[src/rtl/snn_pkg.sv]
// Shared types and constants for the spiking-network classifier: controller
// states, default widths/timing, and the LIF neuron constants used by the datapath.
package snn_pkg;

    localparam int unsigned SNN_PIXEL_W       = 8;
    localparam int unsigned SNN_DIGIT_W       = 4;
    localparam int unsigned SNN_NUM_STEPS     = 32;
    localparam int unsigned SNN_SETTLE_CYCLES = 2;
    localparam int unsigned SNN_CNT_W         = 8;

    // LIF neuron constants shared with the network datapath
    localparam int unsigned LIF_V_W        = 10;
    localparam int unsigned LIF_V_THRESH   = 64;
    localparam int unsigned LIF_LEAK_SHIFT = 3;

    typedef enum logic [2:0] {
        ST_IDLE,
        ST_CLEAR,
        ST_RUN,
        ST_SETTLE,
        ST_DONE
    } snn_state_e;

endpackage

[src/rtl/snn_step_counter.sv]
// 8-bit timestep counter shared by the RUN and SETTLE phases; flags a match
// against the caller-supplied terminal value.
module snn_step_counter
    import snn_pkg::*;
(
    input  logic                 clk,
    input  logic                 rst_n,
    input  logic                 clear,
    input  logic                 en,
    input  logic [SNN_CNT_W-1:0] term,
    output logic [SNN_CNT_W-1:0] count,
    output logic                 at_term_c
);

    always_ff @(posedge clk or negedge rst_n) begin
        if (!rst_n) begin
            count <= '0;
        end else if (clear) begin
            count <= '0;
        end else if (en) begin
            count <= count + SNN_CNT_W'(1);
        end
    end

    assign at_term_c = (count == term);

endmodule

[src/rtl/snn_inference_ctrl.sv]
// Inference sequencer: clears the network, drives the captured sample for a
// fixed number of timesteps, waits for the readout to settle, then reports the digit.
module snn_inference_ctrl
    import snn_pkg::*;
#(
    parameter int unsigned NUM_STEPS     = SNN_NUM_STEPS,
    parameter int unsigned SETTLE_CYCLES = SNN_SETTLE_CYCLES,
    parameter int unsigned PIXEL_W       = SNN_PIXEL_W,
    parameter int unsigned DIGIT_W       = SNN_DIGIT_W
) (
    input  logic               clk_i,
    input  logic               rst_ni,
    input  logic               start_i,
    input  logic               abort_i,
    input  logic [PIXEL_W-1:0] sample_i,
    input  logic [DIGIT_W-1:0] digit_i,
    output logic [PIXEL_W-1:0] pixel_o,
    output logic               net_clear_o,
    output logic               net_en_o,
    output logic               busy_o,
    output logic [7:0]         step_o,
    output logic               valid_o,
    output logic [DIGIT_W-1:0] digit_o
);

    localparam int unsigned CNT_W = SNN_CNT_W;
    localparam logic [CNT_W-1:0] RUN_LAST    = CNT_W'(NUM_STEPS - 1);
    localparam logic [CNT_W-1:0] SETTLE_LAST = CNT_W'(SETTLE_CYCLES - 1);

    snn_state_e         state_q, state_d;
    logic [PIXEL_W-1:0] pixel_q;
    logic [DIGIT_W-1:0] digit_q;
    logic [CNT_W-1:0]   cnt;
    logic               cnt_at_term;
    logic               cnt_clear, cnt_en;
    logic [CNT_W-1:0]   cnt_term;
    logic               pix_load, pix_clear, digit_load;

    snn_step_counter u_step_counter (
        .clk       (clk_i),
        .rst_n     (rst_ni),
        .clear     (cnt_clear),
        .en        (cnt_en),
        .term      (cnt_term),
        .count     (cnt),
        .at_term_c (cnt_at_term)
    );

    always_ff @(posedge clk_i or negedge rst_ni) begin
        if (!rst_ni) begin
            state_q <= ST_IDLE;
        end else begin
            state_q <= state_d;
        end
    end

    // Next state and datapath controls; abort overrides every active state.
    always_comb begin
        state_d    = state_q;
        cnt_clear  = 1'b0;
        cnt_en     = 1'b0;
        cnt_term   = RUN_LAST;
        pix_load   = 1'b0;
        pix_clear  = 1'b0;
        digit_load = 1'b0;
        case (state_q)
            ST_IDLE: begin
                cnt_clear = 1'b1;
                if (start_i && !abort_i) begin
                    pix_load = 1'b1;
                    state_d  = ST_CLEAR;
                end
            end
            ST_CLEAR: begin
                cnt_clear = 1'b1;
                state_d   = ST_RUN;
            end
            ST_RUN: begin
                if (cnt_at_term) begin
                    cnt_clear = 1'b1;
                    state_d   = ST_SETTLE;
                end else begin
                    cnt_en = 1'b1;
                end
            end
            ST_SETTLE: begin
                cnt_term = SETTLE_LAST;
                if (cnt_at_term) begin
                    cnt_clear  = 1'b1;
                    digit_load = 1'b1;
                    state_d    = ST_DONE;
                end else begin
                    cnt_en = 1'b1;
                end
            end
            ST_DONE: begin
                cnt_clear = 1'b1;
                state_d   = ST_IDLE;
            end
            default: begin
                state_d = ST_IDLE;
            end
        endcase
        if (abort_i && (state_q != ST_IDLE)) begin
            state_d    = ST_IDLE;
            pix_clear  = 1'b1;
            digit_load = 1'b0;
            cnt_clear  = 1'b1;
            cnt_en     = 1'b0;
        end
    end

    always_ff @(posedge clk_i or negedge rst_ni) begin
        if (!rst_ni) begin
            pixel_q <= '0;
        end else if (pix_clear) begin
            pixel_q <= '0;
        end else if (pix_load) begin
            pixel_q <= sample_i;
        end
    end

    always_ff @(posedge clk_i or negedge rst_ni) begin
        if (!rst_ni) begin
            digit_q <= '0;
        end else if (digit_load) begin
            digit_q <= digit_i;
        end
    end

    // Moore decode of the registered state
    assign busy_o      = (state_q != ST_IDLE);
    assign net_clear_o = (state_q == ST_CLEAR);
    assign net_en_o    = (state_q == ST_RUN);
    assign valid_o     = (state_q == ST_DONE);
    assign pixel_o     = (state_q == ST_RUN) ? pixel_q : '0;
    assign step_o      = (state_q == ST_RUN) ? cnt : 8'd0;
    assign digit_o     = digit_q;

endmodule
[config.mk]
export PLATFORM = sky130hd
export DESIGN_NAME = snn_inference_ctrl
export DESIGN_NICKNAME = d
export VERILOG_FILES = /design/src/rtl/snn_pkg.sv /design/src/rtl/snn_step_counter.sv /design/src/rtl/snn_inference_ctrl.sv
export SDC_FILE = /design/constraint.sdc
export NUM_CORES = 1
export LEC_CHECK = 0
export CAP_MARGIN = 20
export CORE_ASPECT_RATIO = 0.8
export CORE_MARGIN = 3
export CORE_UTILIZATION = 50
export CTS_BUF_LIST = sky130_fd_sc_hd__clkbuf_2
export CTS_CLUSTER_DIAMETER = 80
export DETAILED_ROUTE_END_ITERATION = 12
export PLACE_DENSITY = 0.9
export SYNTH_ARGS = -nofsm -noshare
export SYNTH_HDL_FRONTEND = slang
export SYNTH_SLANG_ARGS = --single-unit
[constraint.sdc]
create_clock -name clk_i -period 2.99 [get_ports clk_i]
set_clock_uncertainty 0.1 [all_clocks]
set_input_delay 0.598 -clock clk_i [delete_from_list [all_inputs] [get_ports clk_i]]
set_output_delay 0.598 -clock clk_i [all_outputs]
set_load 0.01 [all_outputs]
==> out/results.tsv, run 1 <==
stage	metric	value	unit
status	outcome	complete, no violations	
sta	post-route setup TNS	0	ns
setup_path	Req. time, crit path	2.29	ns
sta	hold_ws	0.432	ns
floorplan	die height	49.9	um
power_and_ir_drop	Max IR drop VDD	251	uV
logic_synthesis	post-synthesis adder-cell area fraction	1.04	%
detailed_routing	post-route ant nets	0	
sta	RSZ-0062 raised after global routing	false	
logic_synthesis	asr flop ratio synth	100	%
setup_path	cells along the critical path	nor3b_1 -> buf_4 -> and2_1 -> clkdlybuf4s50_1	
floorplan	io pins	40	
worst_hold_path	worst hold start	pixel_q[7]	
finish	commonest non-fill, non-tap cell in the layout	clkdlybuf4s50_1	
global_routing	GRT overflow	0	
global_routing	GRT Util Overall	20.9	%
floorplan	full die area	3040	sq um
logic_synthesis	main combinational cell family by area after synthesis	simple AND/OR/NAND/NOR gates	
setup_path	Crit Path Category	reg2out	
logic_synthesis	register area share after synthesis	47.7	%
clock_tree	CTS tree	built	
logic_synthesis	net count after synthesis	124	
finish	area grow syn2layout	36.6	%
worst_hold_path	WHS Endpoint	pixel_q[7]	
sta	Slew @ Worst Pin	0.513	ns
logic_synthesis	Mapped Avg Cell Area	11.3	sq um
setup_path	crit-path leading delay family	buffers and inverters	
setup_path	Startpoint Class	register	
logic_synthesis	Synth Warn #	0	
sta	setup violators final	0	
logic_synthesis	xor/xnor share of the synthesized area	4.36	%
logic_synthesis	mux cell area share after synthesis	6.43	%
sta	minimum clock period	2.80	ns
finish	Final nets	168	
place	hpwl dp	2160	um
logic_synthesis	Cell variety after synth	33	
logic_synthesis	post-synth top area share	47.7	%
sta	pins over their slew limit	0	
detailed_routing	drt via density	5.77	
logic_synthesis	post-synthesis simple-gate area fraction	27.2	%
setup_path	CP max-delay cell	dfrtp_1	
clock_tree	clk slew on worst S/H paths	0.22	ns
clock_tree	H-tree levels	1	
clock_tree	Post CTS Setup Buffer Count	0	
sta	final number of hold-violating endpoints	0	
power_and_ir_drop	Leakage	0.709	nW
setup_path	R2R Path End	u_step_counter.count[6]	
setup_path	CP Capture Type	primary output	
clock_tree	post-CTS resize count	0	
clock_tree	CTS Sinks	23	
clock_tree	Hold Buf Count CTS	0	
logic_synthesis	ys flop type	dfrtp_1	
logic_synthesis	synthesized flop and latch total	23	
logic_synthesis	number of synthesized flops with an enable pin	0	
finish	commonest cells after routing, fill and taps aside	clkdlybuf4s50_1 (39), dfrtp_1 (23), and2_1 (17)	
setup_path	Reg2Reg Setup Slack	0.96	ns
sta	Max Freq	357	MHz
detailed_routing	number of remaining DRC errors	0	
global_routing	largest net degree at the start of global routing	24	
detailed_routing	Starting DRT DRC Count	90	
power_and_ir_drop	power per cell area	355	nW/um^2
setup_path	WP buf/inv	2	
setup_path	Crit Path Max Fanout	10	
global_routing	first-pass GRT wire length	4820	um
logic_synthesis	Mapped Area	1210	sq um
setup_path	Critical Path AT	2.10	ns
job	MaxCap Viol Count	0	
detailed_routing	vias	1009	
setup_path	worst r2r src	u_step_counter.count[1]	
clock_tree	worst-skew pair later-pin latency	0.35	ns
finish	layout cells sized above 1	14.0	%
floorplan	Initial Util	54.5	%
place	Port Buf Inserts	39	
setup_path	slowest cell delay on critical path	0.55	ns
global_routing	vias in the first global route	990	
floorplan	Horiz. Die Dim	60.9	um
logic_synthesis	Area contributors post-synth	dfrtp_1 (48%), and2_1 (8.8%), a22o_1 (5.8%), mux2_2 (4.7%), nor3b_4 (3.1%)	
clock_tree	TritonCTS buffer count	3	
detailed_routing	routed len/inst	16.0	um
detailed_routing	Detailed Route WL	2800	um
worst_hold_path	Hold Crit Class	reg2reg	
detailed_routing	DRT Pass-1 Iters	4	
power_and_ir_drop	PnR Total Power	0.585	mW
place	RD Place Congestion	0.861	
logic_synthesis	Synth area leader	dfrtp_1	
finish	Multi-input gate area	608	sq um
clock_tree	Longest Clk Path Bufs	2	
clock_tree	Root Buffer	clkbuf_2	
finish	fill cell count	144	
setup_path	Reg2Reg Depth	5	
finish	register area	576	sq um
worst_hold_path	hold path depth	1	
logic_synthesis	Post-Synthesis Cells	107	
logic_synthesis	post-synthesis compound-gate area fraction	11.4	%
finish	diode count	0	
global_routing	initial antenna violation count	0	
sta	Final period util	93.6	%
floorplan	core box area	2210	sq um
sta	Slew headroom	65.7	%
floorplan	Std-Cell Rows	15	
sequential cells by signal, indices dropped and copies added, names as in the netlist:
register,count
pixel_q,8
state_q,3
u_step_counter.count,8
digit_o,4
worst max path at each step:
stage	start	end	slack, ns	depth (start not counted)
global placement	abort_i	u_step_counter.count[4]	0.52	5
detailed placement	abort_i	u_step_counter.count[4]	0.46	5
floorplan	state_q[2]	pixel_o[5]	0.88	4
CTS	state_q[0]	step_o[3]	0.19	4
global route	state_q[0]	pixel_o[1]	0.003	4
finish	state_q[2]	pixel_o[1]	0.19	4
worst reg2reg max path: stages (launching register included):
cell and delay, ns:
dfrtp_1 0.50, nor4_2 0.43, mux2_1 0.21, nand2_2 0.12, o21ai_1 0.46, nor2_1 0.11
through the flow:
stage               setup WS [ns]  utilization (%)  instances  area (sq um)
floorplan                   0.884                -        107          1210
global placement            0.525             73.5        171          1630
detailed placement          0.457             73.5        171          1630
CTS                         0.187             74.4        175          1650
global route              0.00280             74.4        175          1650
finish                      0.191             74.4        175          1650
synthesized netlist by cell type, drive strengths merged, types with 2 or more instances:
master and number:
and2 17, dfrtp 23, buf 2, xnor2 4, nand4 3, mux2 6
o31a 2, a22o 8, a21oi 5, and3 3, nand2 5, xor2 2
and4 2, nor3b 4, nor4 2, nor2 9
report_power, final:
part / switching (mW) / internal (mW) / leakage (nW)
Combinational: 0.0453 / 0.0635 / 0.381
Sequential: 0.0164 / 0.332 / 0.312
Clock: 0.0971 / 0.0303 / 0.0164
routing by layer:
layer	GRT usage [%]	up-vias	wire, um
met5	0	-	0
met1	30.1	502	1240
li1	-	470	-
met4	3.25	0	12
met2	31.7	35	1410
met3	5.50	2	134
cells by family after synthesis:
family | Yosys count
AO/OA/AOI/OAI | 18
XOR/XNOR | 6
adder cells (fa/ha/maj) | 1
buffers and inverters | 3
flip-flops | 23
multiplexers | 7
AND/OR/NAND/NOR | 49
layout make-up:
class	instances	area share, %
Multi-Input combinational cell	81	36.9
Sequential cell	23	34.9
Timing Repair Buffer	42	25.1
Tap cell	25	1.90
Clock buffer	3	0.911
Clock inverter	1	0.304
Power figures use the tool's default switching activity.
==> run 2: changes to the inputs <==
--- a/config.mk
+++ b/config.mk
@@ -6,13 +6,14 @@
 export NUM_CORES = 1
 export LEC_CHECK = 0
 export CAP_MARGIN = 20
-export CORE_ASPECT_RATIO = 0.8
+export CORE_ASPECT_RATIO = 0.7
 export CORE_MARGIN = 3
-export CORE_UTILIZATION = 50
+export CORE_UTILIZATION = 53
 export CTS_BUF_LIST = sky130_fd_sc_hd__clkbuf_2
 export CTS_CLUSTER_DIAMETER = 80
 export DETAILED_ROUTE_END_ITERATION = 12
-export PLACE_DENSITY = 0.9
+export PLACE_DENSITY = 0.92
 export SYNTH_ARGS = -nofsm -noshare
 export SYNTH_HDL_FRONTEND = slang
+export SYNTH_HIERARCHICAL = 1
 export SYNTH_SLANG_ARGS = --single-unit
==> run 2 against run 1 <==
Compared with the run above: first-iteration DRC count fell by 46%; fmax rose by 1.2%; power rose by 7.5%; hold slack improved by 0.012 ns; sequential power barely moved; largest power group unchanged; combinational power rose by 37%.
==> out/results.tsv, run 2 <==
stage	metric	value	unit	change
place	Placed Cells	215		+26%
sta	pins over their slew limit	0		unchanged
status	outcome	complete, no violations		
sta	worst setup margin	0.224	ns	+0.0328 ns
clock_tree	CTS tree	built		
finish	layout cells sized above 1	12.3	%	-1.7 points
worst_hold_path	worst hold start	digit_o[0]		
logic_synthesis	Cell variety after synth	36		+9.1%
clock_tree	clk slew on worst S/H paths	0.24	ns	+0.02 ns
detailed_routing	Starting DRT DRC Count	49		-46%
clock_tree	Longest Clk Path Bufs	2		unchanged
place	Setup WS pre-CTS	0.267	ns	-0.189 ns
place	hpwl dp	2400	um	+11%
detailed_routing	Detailed Route WL	3220	um	+15%
logic_synthesis	register area share after synthesis	40.9	%	-6.8 points
sta	hold_ws	0.445	ns	+0.0125 ns
worst_hold_path	Hold Crit Class	reg2reg		
logic_synthesis	asr flop ratio synth	100	%	unchanged
logic_synthesis	post-synth top area share	40.9	%	-6.8 points
detailed_routing	number of remaining DRC errors	0		unchanged
detailed_routing	drt via density	5.39		-6.5%
sta	minimum clock period	2.77	ns	-0.0328 ns
worst_hold_path	hold path depth	1		unchanged
logic_synthesis	mux cell area share after synthesis	4.98	%	-1.5 points
setup_path	Reg2Reg Setup Slack	0.22	ns	-0.74 ns
logic_synthesis	post-synthesis simple-gate area fraction	24.8	%	-2.4 points
logic_synthesis	Post-Synthesis Cells	145		+36%
global_routing	largest net degree at the start of global routing	24		unchanged
detailed_routing	routed len/inst	14.7	um	-8.1%
logic_synthesis	top-count cell post-synth	dfrtp_1		
floorplan	io pins	40		unchanged
finish	Finished Layout Cells	219		+25%
setup_path	Crit Path Category	reg2reg		
logic_synthesis	Area contributors post-synth	dfrtp_1 (41%), and2_1 (7.1%), xnor2_1 (5.6%), nand2_1 (5.1%), a22o_1 (5.0%)		
detailed_routing	vias	1180		+17%
finish	diode count	0		unchanged
setup_path	Worst Setup SP	state_q[2]		
logic_synthesis	synthesized flop and latch total	23		unchanged
sta	post-route setup TNS	0	ns	unchanged
setup_path	worst r2r src	state_q[2]		
logic_synthesis	main combinational cell family by area after synthesis	simple AND/OR/NAND/NOR gates		
floorplan	full die area	3320	sq um	+9.2%
setup_path	Reg2Reg Depth	9		+4
finish	commonest non-fill, non-tap cell in the layout	clkdlybuf4s50_1		
detailed_routing	post-route ant nets	0		unchanged
logic_synthesis	post-synthesis compound-gate area fraction	15.1	%	+3.7 points
clock_tree	H-tree levels	1		unchanged
sta	final number of hold-violating endpoints	0		unchanged
power_and_ir_drop	Leakage	0.756	nW	+6.6%
place	RD Place Congestion	0.798		-7.3%
global_routing	first-pass GRT wire length	5560	um	+15%
logic_synthesis	Mapped Avg Cell Area	9.71	sq um	-14%
logic_synthesis	Mapped Area	1410	sq um	+17%
finish	end-of-flow core utilization	79.3	%	+4.9 points
logic_synthesis	Synth Warn #	6		+6
floorplan	Horiz. Die Dim	67.6	um	+11%
global_routing	GRT overflow	0		unchanged
power_and_ir_drop	PnR Total Power	0.629	mW	+7.5%
setup_path	Crit Path Max Fanout	9		-1
logic_synthesis	post-synthesis adder-cell area fraction	0.889	%	-0.15 points
setup_path	Startpoint Class	register		
global_routing	initial antenna violation count	0		unchanged
logic_synthesis	most instantiated cells after synthesis	dfrtp_1 (23), nand2_1 (19), and2_1 (16), o21ai_0 (13), xnor2_1 (9)		
finish	commonest cells after routing, fill and taps aside	clkdlybuf4s50_1 (39), dfrtp_1 (22), nand2_1 (19)		
clock_tree	TritonCTS buffer count	3		unchanged
floorplan	die height	49.1	um	-1.6%
finish	Final nets	205		+22%
detailed_routing	DRT Pass-1 Iters	4		unchanged
power_and_ir_drop	Max IR drop VDD	289	uV	+15%
clock_tree	CTS Sinks	23		unchanged
sta	RSZ-0062 raised after global routing	false		
job	MaxCap Viol Count	0		unchanged
floorplan	Initial Util	60.4	%	+6.0 points
place	Port Buf Inserts	39		unchanged
floorplan	Std-Cell Rows	14		-1
sta	Max Freq	361	MHz	+1.2%
floorplan	core box area	2330	sq um	+5.2%
setup_path	Critical Path AT	2.98	ns	+0.88 ns
sta	Final period util	92.5	%	-1.1 points
power_and_ir_drop	power per cell area	340	nW/um^2	-4.1%
logic_synthesis	Synth area leader	dfrtp_1		
place	placed cell area	1830	sq um	+12%
setup_path	Req. time, crit path	3.20	ns	+0.91 ns
sta	setup violators final	0		unchanged
setup_path	CP Capture Type	register		
logic_synthesis	ys flop type	dfrtp_1		
global_routing	vias in the first global route	1154		+17%
global_routing	GRT Util Overall	21.9	%	+1.0 points
finish	design area	1850	sq um	+12%
logic_synthesis	number of synthesized flops with an enable pin	0		unchanged
clock_tree	Root Buffer	clkbuf_2		
logic_synthesis	xor/xnor share of the synthesized area	7.47	%	+3.1 points
clock_tree	worst-skew pair later-pin latency	0.35	ns	about the same
finish	area grow syn2layout	31.3	%	
-- run 2: cell count changes after synthesis, sizes merged, moves of 3 or more --
cell	before	now
and3	3	0
nor3	0	3
buf	2	7
o21ai	1	13
xnor2	4	9
nand2	5	20
-- run 2: final timing paths --
path / to
worst max register to register: u_step_counter/count[5]
worst min register to register: digit_o[0]
max in group asynchronous: pixel_q[7]
min in group asynchronous: u_step_counter/count[6]
worst max-delay path: u_step_counter/count[5]
worst min-delay path: digit_o[0]
-- run 2: power by group --
| part | internal (mW) | switching [mW] |
|---|---|---|
| Combinational | 0.0775 | 0.0716 |
| Sequential | 0.332 | 0.0202 |
| Clock | 0.0303 | 0.0976 |
| Total | 0.440 | 0.189 |
-- run 2: critical path, cell delays in order (launching register included) --
cell and delay (ns):
dfrtp_1 0.56, nand3b_1 0.35, xnor2_1 0.20, nand4_1 0.09
nor2_1 0.09, nand2b_1 0.19, nor3_1 0.38, nand4_1 0.24
or3_1 0.38, a21oi_1 0.14
-- run 2: per-layer routing --
metal | GRT usage [%] | vias up | routed length [um]
met3 | 5.76 | 4 | 212
met2 | 34.1 | 42 | 1480
met4 | 6.40 | 0 | 38
li1 | - | 572 | -
met1 | 29.5 | 562 | 1490
met5 | 0 | - | 0
-- run 2: logic make-up (layout without fill, tap and decap cells) --
group,Yosys count,count (layout)
AOI/OAI and AO/OA,30,30
xor gates and xnor gates,12,12
adders and majority gates,1,1
buffers and inverters,11,51
DFF,23,23
muxes,5,5
other,2,4
and+or+nand+nor,61,61
-- run 2: timing repair --
item	CTS	global route
buffers inserted	0	0
hold buffers	0	0
gates resized for setup	0	1
endpoints found under the hold margin	0	0
endpoints found under the setup margin	0	1
-- run 2: area by class of cell --
class | instances | area (sq um)
inverters | 1 | 3.75
flip-flops and latches | 23 | 577
clock inverters | 1 | 5.00
clock buffers | 3 | 15.0
multi-input cells | 113 | 764
fillers | 157 | 482
repair buffers | 46 | 443
well taps | 32 | 40.0
